## config.mk

```make
export PLATFORM = sky130hd
export DESIGN_NAME = fwd_operand_stage_flat
export DESIGN_NICKNAME = d
export VERILOG_FILES = /design/src/rtl/fwd_operand_stage_if.sv /design/src/rtl/fwd_operand_stage.sv /design/src/flat_wrapper.sv
export SDC_FILE = /design/constraint.sdc
export NUM_CORES = 1
export LEC_CHECK = 0
export CORE_AREA = 2 2 61 120
export CTS_CLUSTER_DIAMETER = 60
export DETAILED_ROUTE_END_ITERATION = 10
export DIE_AREA = 0 0 63 122
export GPL_TIMING_DRIVEN = 0
export PLACE_DENSITY = 0.84
export SLEW_MARGIN = 30
export SYNTH_ARGS = -nofsm -noshare
export SYNTH_HDL_FRONTEND = slang
export SYNTH_SLANG_ARGS = --single-unit
export TNS_END_PERCENT = 1
```

## constraint.sdc

```tcl
create_clock -name clk_i -period 3.25 [get_ports clk_i]
set_input_delay 0.4875 -clock clk_i [delete_from_list [all_inputs] [get_ports clk_i]]
set_output_delay 0.4875 -clock clk_i [all_outputs]
set_load 0.1 [all_outputs]
```

## src/rtl/fwd_operand_stage_if.sv

```systemverilog
// Operand-forwarding stage bus: source data/valid, select, and the in/out handshakes.
// The master modport is the driving side; the slave modport belongs to fwd_operand_stage.
interface fwd_operand_stage_if #(
    parameter int unsigned DATA_W  = 32,
    parameter int unsigned NUM_SRC = 3,
    parameter int unsigned SEL_W   = 2,
    parameter int unsigned CNT_W   = 16
);
    logic [NUM_SRC*DATA_W-1:0] src_data_i;
    logic [NUM_SRC-1:0]        src_valid_i;
    logic [SEL_W-1:0]          sel_i;
    logic                      in_valid_i;
    logic                      in_ready_o;
    logic                      flush_i;
    logic                      out_valid_o;
    logic                      out_ready_i;
    logic [DATA_W-1:0]         data_o;
    logic                      sel_err_o;
    logic [CNT_W-1:0]          stall_cnt_o;

    modport master (
        output src_data_i, src_valid_i, sel_i, in_valid_i, flush_i, out_ready_i,
        input  in_ready_o, out_valid_o, data_o, sel_err_o, stall_cnt_o
    );

    modport slave (
        input  src_data_i, src_valid_i, sel_i, in_valid_i, flush_i, out_ready_i,
        output in_ready_o, out_valid_o, data_o, sel_err_o, stall_cnt_o
    );
endinterface

```

## src/rtl/fwd_operand_stage.sv

```systemverilog
// EX-stage operand forwarding: N-way source select into a registered valid/ready output,
// with load-use stalling, flush, sticky out-of-range select error and a saturating stall counter.
module fwd_operand_stage #(
    parameter int unsigned DATA_W  = 32,
    parameter int unsigned NUM_SRC = 3,
    parameter int unsigned SEL_W   = 2,
    parameter int unsigned CNT_W   = 16
) (
    input logic                clk_i,
    input logic                rst_n_i,
    fwd_operand_stage_if.slave bus
);

    logic              sel_ok;
    logic              src_ok;
    logic              space;
    logic              accept;
    logic              stall;
    logic [DATA_W-1:0] sel_data;

    logic              out_valid_q;
    logic [DATA_W-1:0] data_q;
    logic              sel_err_q;
    logic [CNT_W-1:0]  stall_cnt_q;

    // Loop-compare select avoids indexing past NUM_SRC; unmatched selects yield zero and never wait.
    always_comb begin
        sel_ok   = 1'b0;
        src_ok   = 1'b1;
        sel_data = '0;
        for (int unsigned k = 0; k < NUM_SRC; k++) begin
            if (32'(bus.sel_i) == k) begin
                sel_ok   = 1'b1;
                src_ok   = bus.src_valid_i[k];
                sel_data = bus.src_data_i[k*DATA_W +: DATA_W];
            end
        end
    end

    assign space          = !out_valid_q || bus.out_ready_i;
    assign bus.in_ready_o = space && src_ok && !bus.flush_i;
    assign accept         = bus.in_valid_i && bus.in_ready_o;
    assign stall          = bus.in_valid_i && space && !src_ok && !bus.flush_i;

    always_ff @(posedge clk_i or negedge rst_n_i) begin
        if (!rst_n_i) begin
            out_valid_q <= 1'b0;
            data_q      <= '0;
            sel_err_q   <= 1'b0;
            stall_cnt_q <= '0;
        end else begin
            if (bus.flush_i) begin
                out_valid_q <= 1'b0;
            end else if (accept) begin
                out_valid_q <= 1'b1;
                data_q      <= sel_data;
                if (!sel_ok) begin
                    sel_err_q <= 1'b1;
                end
            end else if (out_valid_q && bus.out_ready_i) begin
                out_valid_q <= 1'b0;
            end

            if (stall && stall_cnt_q != '1) begin
                stall_cnt_q <= stall_cnt_q + CNT_W'(1);
            end
        end
    end

    assign bus.out_valid_o = out_valid_q;
    assign bus.data_o      = data_q;
    assign bus.sel_err_o   = sel_err_q;
    assign bus.stall_cnt_o = stall_cnt_q;

endmodule

```

## src/flat_wrapper.sv

```systemverilog
// flat-port wrapper written by rule: the top's interface ports become plain ports
module fwd_operand_stage_flat 
#(
    parameter int unsigned DATA_W  = 32,
    parameter int unsigned NUM_SRC = 3,
    parameter int unsigned SEL_W   = 2,
    parameter int unsigned CNT_W   = 16
)
  (clk_i, rst_n_i, bus_src_data_i, bus_src_valid_i, bus_sel_i, bus_in_valid_i, bus_flush_i, bus_out_ready_i, bus_in_ready_o, bus_out_valid_o, bus_data_o, bus_sel_err_o, bus_stall_cnt_o);
  fwd_operand_stage_if #(.DATA_W(DATA_W), .NUM_SRC(NUM_SRC), .SEL_W(SEL_W), .CNT_W(CNT_W)) bus_i ();
  input logic clk_i;
  input logic rst_n_i;
  input wire logic [$bits(bus_i.src_data_i)-1:0] bus_src_data_i;
  input wire logic [$bits(bus_i.src_valid_i)-1:0] bus_src_valid_i;
  input wire logic [$bits(bus_i.sel_i)-1:0] bus_sel_i;
  input wire logic [$bits(bus_i.in_valid_i)-1:0] bus_in_valid_i;
  input wire logic [$bits(bus_i.flush_i)-1:0] bus_flush_i;
  input wire logic [$bits(bus_i.out_ready_i)-1:0] bus_out_ready_i;
  output wire logic [$bits(bus_i.in_ready_o)-1:0] bus_in_ready_o;
  output wire logic [$bits(bus_i.out_valid_o)-1:0] bus_out_valid_o;
  output wire logic [$bits(bus_i.data_o)-1:0] bus_data_o;
  output wire logic [$bits(bus_i.sel_err_o)-1:0] bus_sel_err_o;
  output wire logic [$bits(bus_i.stall_cnt_o)-1:0] bus_stall_cnt_o;
  assign bus_i.src_data_i = bus_src_data_i;
  assign bus_i.src_valid_i = bus_src_valid_i;
  assign bus_i.sel_i = bus_sel_i;
  assign bus_i.in_valid_i = bus_in_valid_i;
  assign bus_i.flush_i = bus_flush_i;
  assign bus_i.out_ready_i = bus_out_ready_i;
  assign bus_in_ready_o = bus_i.in_ready_o;
  assign bus_out_valid_o = bus_i.out_valid_o;
  assign bus_data_o = bus_i.data_o;
  assign bus_sel_err_o = bus_i.sel_err_o;
  assign bus_stall_cnt_o = bus_i.stall_cnt_o;
  fwd_operand_stage #(.DATA_W(DATA_W), .NUM_SRC(NUM_SRC), .SEL_W(SEL_W), .CNT_W(CNT_W)) u_core (.clk_i(clk_i), .rst_n_i(rst_n_i), .bus(bus_i));
endmodule
```

==> impl_metrics.py <==
metrics = {
    "outcome": {
        "run_status": "completed",
    },
    "clocking": {
        "cts-hold-fix-buffers": 0,
        "number_of_cts_inserted_buffers": 5,
        "post_cts_resized": 0,
        "count_of_buffers_added_by_post_cts_timing_repair_for_setup": 0,
        "clk-insertion-delay-late_ns": 0.29,
        "cts_buffer_depth": 2,
        "cts.reportedPaths.clkPinSlew_ns": 0.06,
        "clock_sink_count": 50,
        "cts.htree.levels": 2,
        "cts_tree": "yes",
        "cts-root-buf": "sky130_fd_sc_hd__clkbuf_16",
    },
    "worst_setup_path": {
        "crit_path_max_fanout": 5,
        "crit_path_end_kind": "output pin",
        "timing.reg2reg.worst_path_depth": 7,
        "crit_cells": 5,
        "critical_path_source_type": "input pin",
        "setup.reg_to_reg.worst_slack_ns": 1.36,
        "critical_path.n_buffers_inverters": 2,
        "critical_path_class": "in -> out",
        "cp_required_ns": 2.76,
        "critical_path.max_stage_delay_ns": 1.15,
        "path_delay_family": "buffers and inverters",
        "slowest_stage": "sky130_fd_sc_hd__clkdlybuf4s50_1",
        "crit_path_frequent_cell": "sky130_fd_sc_hd__clkdlybuf4s50_1",
        "timing.critical_path.arrival_ns": 2.51,
        "timing.critical_path.cells": "clkdlybuf4s50_1, mux2_4, o2bb2ai_4, nor3_2, clkdlybuf4s50_1",
    },
    "sta": {
        "tightest_slew_ns": 1.00,
        "finalCritPeriodShare": 0.924,
        "max_clock_freq_mhz": 333,
        "final-setup-viol-count": 0,
        "setup_repair_after_global_routing_missed_its_margin": "no",
        "timing.final.max_slew_violations": 0,
        "fin_crit_ns": 3.00,
        "timing.clock.skew_ns": 0.00372,
        "slew_headroom": 0.330,
        "timing_hold_violations_final": 0,
        "timing.setup.tns_ns": 0,
    },
    "die": {
        "initial_utilization": 0.393,
        "die_width_um": 63,
        "die_h_um": 122,
        "floorplan.io_pins": 157,
        "design.die.area_um2": 7690,
        "core_area_um2": 6830,
        "floorplan.rows": 43,
    },
    "place": {
        "place.port_buffers": 154,
        "place.gp.congestion": 0.762,
        "place_hpwl_um": 6310,
        "numPlacedInstances": 533,
    },
    "synthesis": {
        "fraction_of_the_mapped_netlist_area_in_simple_logic_gates": 0.165,
        "synth_compound_area_frac": 0.142,
        "synthesized_area_per_cell_um2": 9.28,
        "yosys.cell_types.count": 33,
        "synth_edf_count": 0,
        "synthMuxAreaShare": 0.129,
        "yosysWarnings": 0,
        "synth_area_um2": 2680,
        "combinational_family_with_the_most_area_after_synthesis": "simple AND/OR/NAND/NOR gates",
        "synth_fp_nets": 396,
        "postSynth.topFlopCell": "sky130_fd_sc_hd__dfrtp_1",
        "synth-async-reset-ratio": 1.00,
        "ys_top_cells_by_area": "sky130_fd_sc_hd__dfrtp_1 47%, sky130_fd_sc_hd__mux2i_1 12%, sky130_fd_sc_hd__o21ai_0 6.2%, sky130_fd_sc_hd__a21oi_1 6.0%, sky130_fd_sc_hd__nand2_1 5.5%",
        "gate_count_after_technology_mapping": 289,
        "yosysMostFrequentCell": "sky130_fd_sc_hd__dfrtp_1",
        "synth.ff_latch_count": 50,
        "synth-xor-area-share": 0.0518,
        "synthDominantAreaCellType": "sky130_fd_sc_hd__dfrtp_1",
        "post_synth_most_frequent_cells": "50 x sky130_fd_sc_hd__dfrtp_1, 39 x sky130_fd_sc_hd__nand2_1, 34 x sky130_fd_sc_hd__nor2_1",
        "yosys.area_share.adder": 0.00466,
        "synth_seq_area_share": 0.466,
        "post-synth-top-area-fraction": 0.466,
    },
    "routing": {
        "route.final.wire_length_um": 7930,
        "detailroute.via_count": 2675,
        "initialDrtViolationCount": 142,
        "antenna_left": 0,
        "dr.pass1.iters": 4,
        "detail_route.vias_per_cell": 4.94,
        "post_drt_wl_per_cell_um": 14.7,
        "drc_errors": 0,
    },
    "layout": {
        "final.fill_count": 605,
        "antenna_cells_inserted": 0,
        "layout.cells.non_filler": 541,
        "drive_gt1_frac": 0.0643,
        "layout-area-overhead-vs-synth_pct": 67.3,
        "finalNetCount": 557,
        "fin_util": 0.657,
    },
    "flow_run": {
        "cap_violations": 0,
    },
    "global_route": {
        "first_global_vias": 2719,
        "global_route.overflow_total": 0,
        "grt_start_max_net_pins": 51,
        "antenna_found_initial": 0,
        "grt_pass1_wl_um": 13200,
        "global_route.usage.total": 0.218,
    },
    "power_and_ir_drop": {
        "p_per_area_nw_per_um2": 601,
        "vdd_drop_max_uv": 390,
        "total_leakage_power_nw": 1.99,
    },
    "worst_hold_path": {
        "min-delay-path-class": "in -> async",
    },
}
-- power by group --
part	internal, W	switching, W
clock	0.000305	0.000216
sequential	0.000727	0.0000788
combinational	0.000377	0.000993
-- sequential cells by signal (all words and copies together) (netlist names) --
signal / count
u_core.bus.data_o: 32
u_core.bus.sel_err_o: 1
u_core.bus.stall_cnt_o: 16
u_core.bus.out_valid_o: 1
-- per-stage QoR --
stage	hold slack, ns	power (W)	cell area (um2)	worst slack (ns)
2_1_floorplan	0.192	0.00177	2690	0.510
3_3_place_gp	0.460	0.00218	4340	0.236
3_5_place_dp	0.469	0.00219	4340	0.249
4_1_cts	0.244	0.00272	4490	0.246
5_1_grt	0.268	0.00281	4490	0.221
6_report	0.223	0.00270	4490	0.248
-- final timing paths --
check | startpoint | endpoint
max | bus_src_valid_i[1] | bus_in_ready_o
min | rst_n_i | u_core.bus.stall_cnt_o[13]
max reg2reg | u_core.bus.stall_cnt_o[0] | u_core.bus.stall_cnt_o[11]
min reg2reg | u_core.bus.data_o[22] | u_core.bus.data_o[22]
max in group asynchronous | rst_n_i | u_core.bus.data_o[4]
min in group clk_i | u_core.bus.data_o[22] | u_core.bus.data_o[22]
-- area by class of cell --
type | instances | area [um2] | area share
flip-flops and latches | 50 | 1250 | 0.279
multi-input cells | 217 | 1330 | 0.296
repair buffers | 154 | 1540 | 0.343
clock buffers | 7 | 143 | 0.0318
inverters | 2 | 7.51 | 0.00167
well taps | 90 | 113 | 0.0251
plain buffers | 20 | 103 | 0.0229
clock inverters | 1 | 5.00 | 0.00112
-- metal layers --
metal	wire, um	global-route usage
met1	3110	0.252
met2	3800	0.372
met3	928	0.0933
met4	99	0.0514
met5	0	0
-- cell families after synthesis --
group                    after synthesis
XOR/XNOR                              15
adder cells (fa/ha/maj)                1
AO/OA/AOI/OAI                         69
flip-flops                            50
AND/OR/NAND/NOR                       98
buffers and inverters                 22
multiplexers                          34
-- worst reg2reg max path, stage by stage (launching register included) --
cell	delay, ns
sky130_fd_sc_hd__dfrtp_1	0.42
sky130_fd_sc_hd__ha_1	0.24
sky130_fd_sc_hd__and3_1	0.19
sky130_fd_sc_hd__nand4_1	0.18
sky130_fd_sc_hd__o211a_1	0.25
sky130_fd_sc_hd__buf_4	0.16
sky130_fd_sc_hd__and3_1	0.19
sky130_fd_sc_hd__xor2_1	0.14
-- cell usage in the layout, fill, tap and decap left out, types with 2 or more instances in the layout --
cell type / count
sky130_fd_sc_hd__a21oi_1: 32
sky130_fd_sc_hd__and3_1: 7
sky130_fd_sc_hd__buf_2: 9
sky130_fd_sc_hd__buf_4: 3
sky130_fd_sc_hd__clkbuf_1: 8
sky130_fd_sc_hd__clkbuf_16: 5
sky130_fd_sc_hd__clkdlybuf4s50_1: 153
sky130_fd_sc_hd__dfrtp_1: 50
sky130_fd_sc_hd__inv_1: 2
sky130_fd_sc_hd__mux2i_1: 32
sky130_fd_sc_hd__nand2_1: 39
sky130_fd_sc_hd__nand2b_1: 2
sky130_fd_sc_hd__nand3_1: 3
sky130_fd_sc_hd__nand4_1: 4
sky130_fd_sc_hd__nor2_1: 34
sky130_fd_sc_hd__nor2b_1: 2
sky130_fd_sc_hd__o21ai_0: 33
sky130_fd_sc_hd__xnor2_1: 7
sky130_fd_sc_hd__xor2_1: 7
Power figures use the tool's default switching activity.
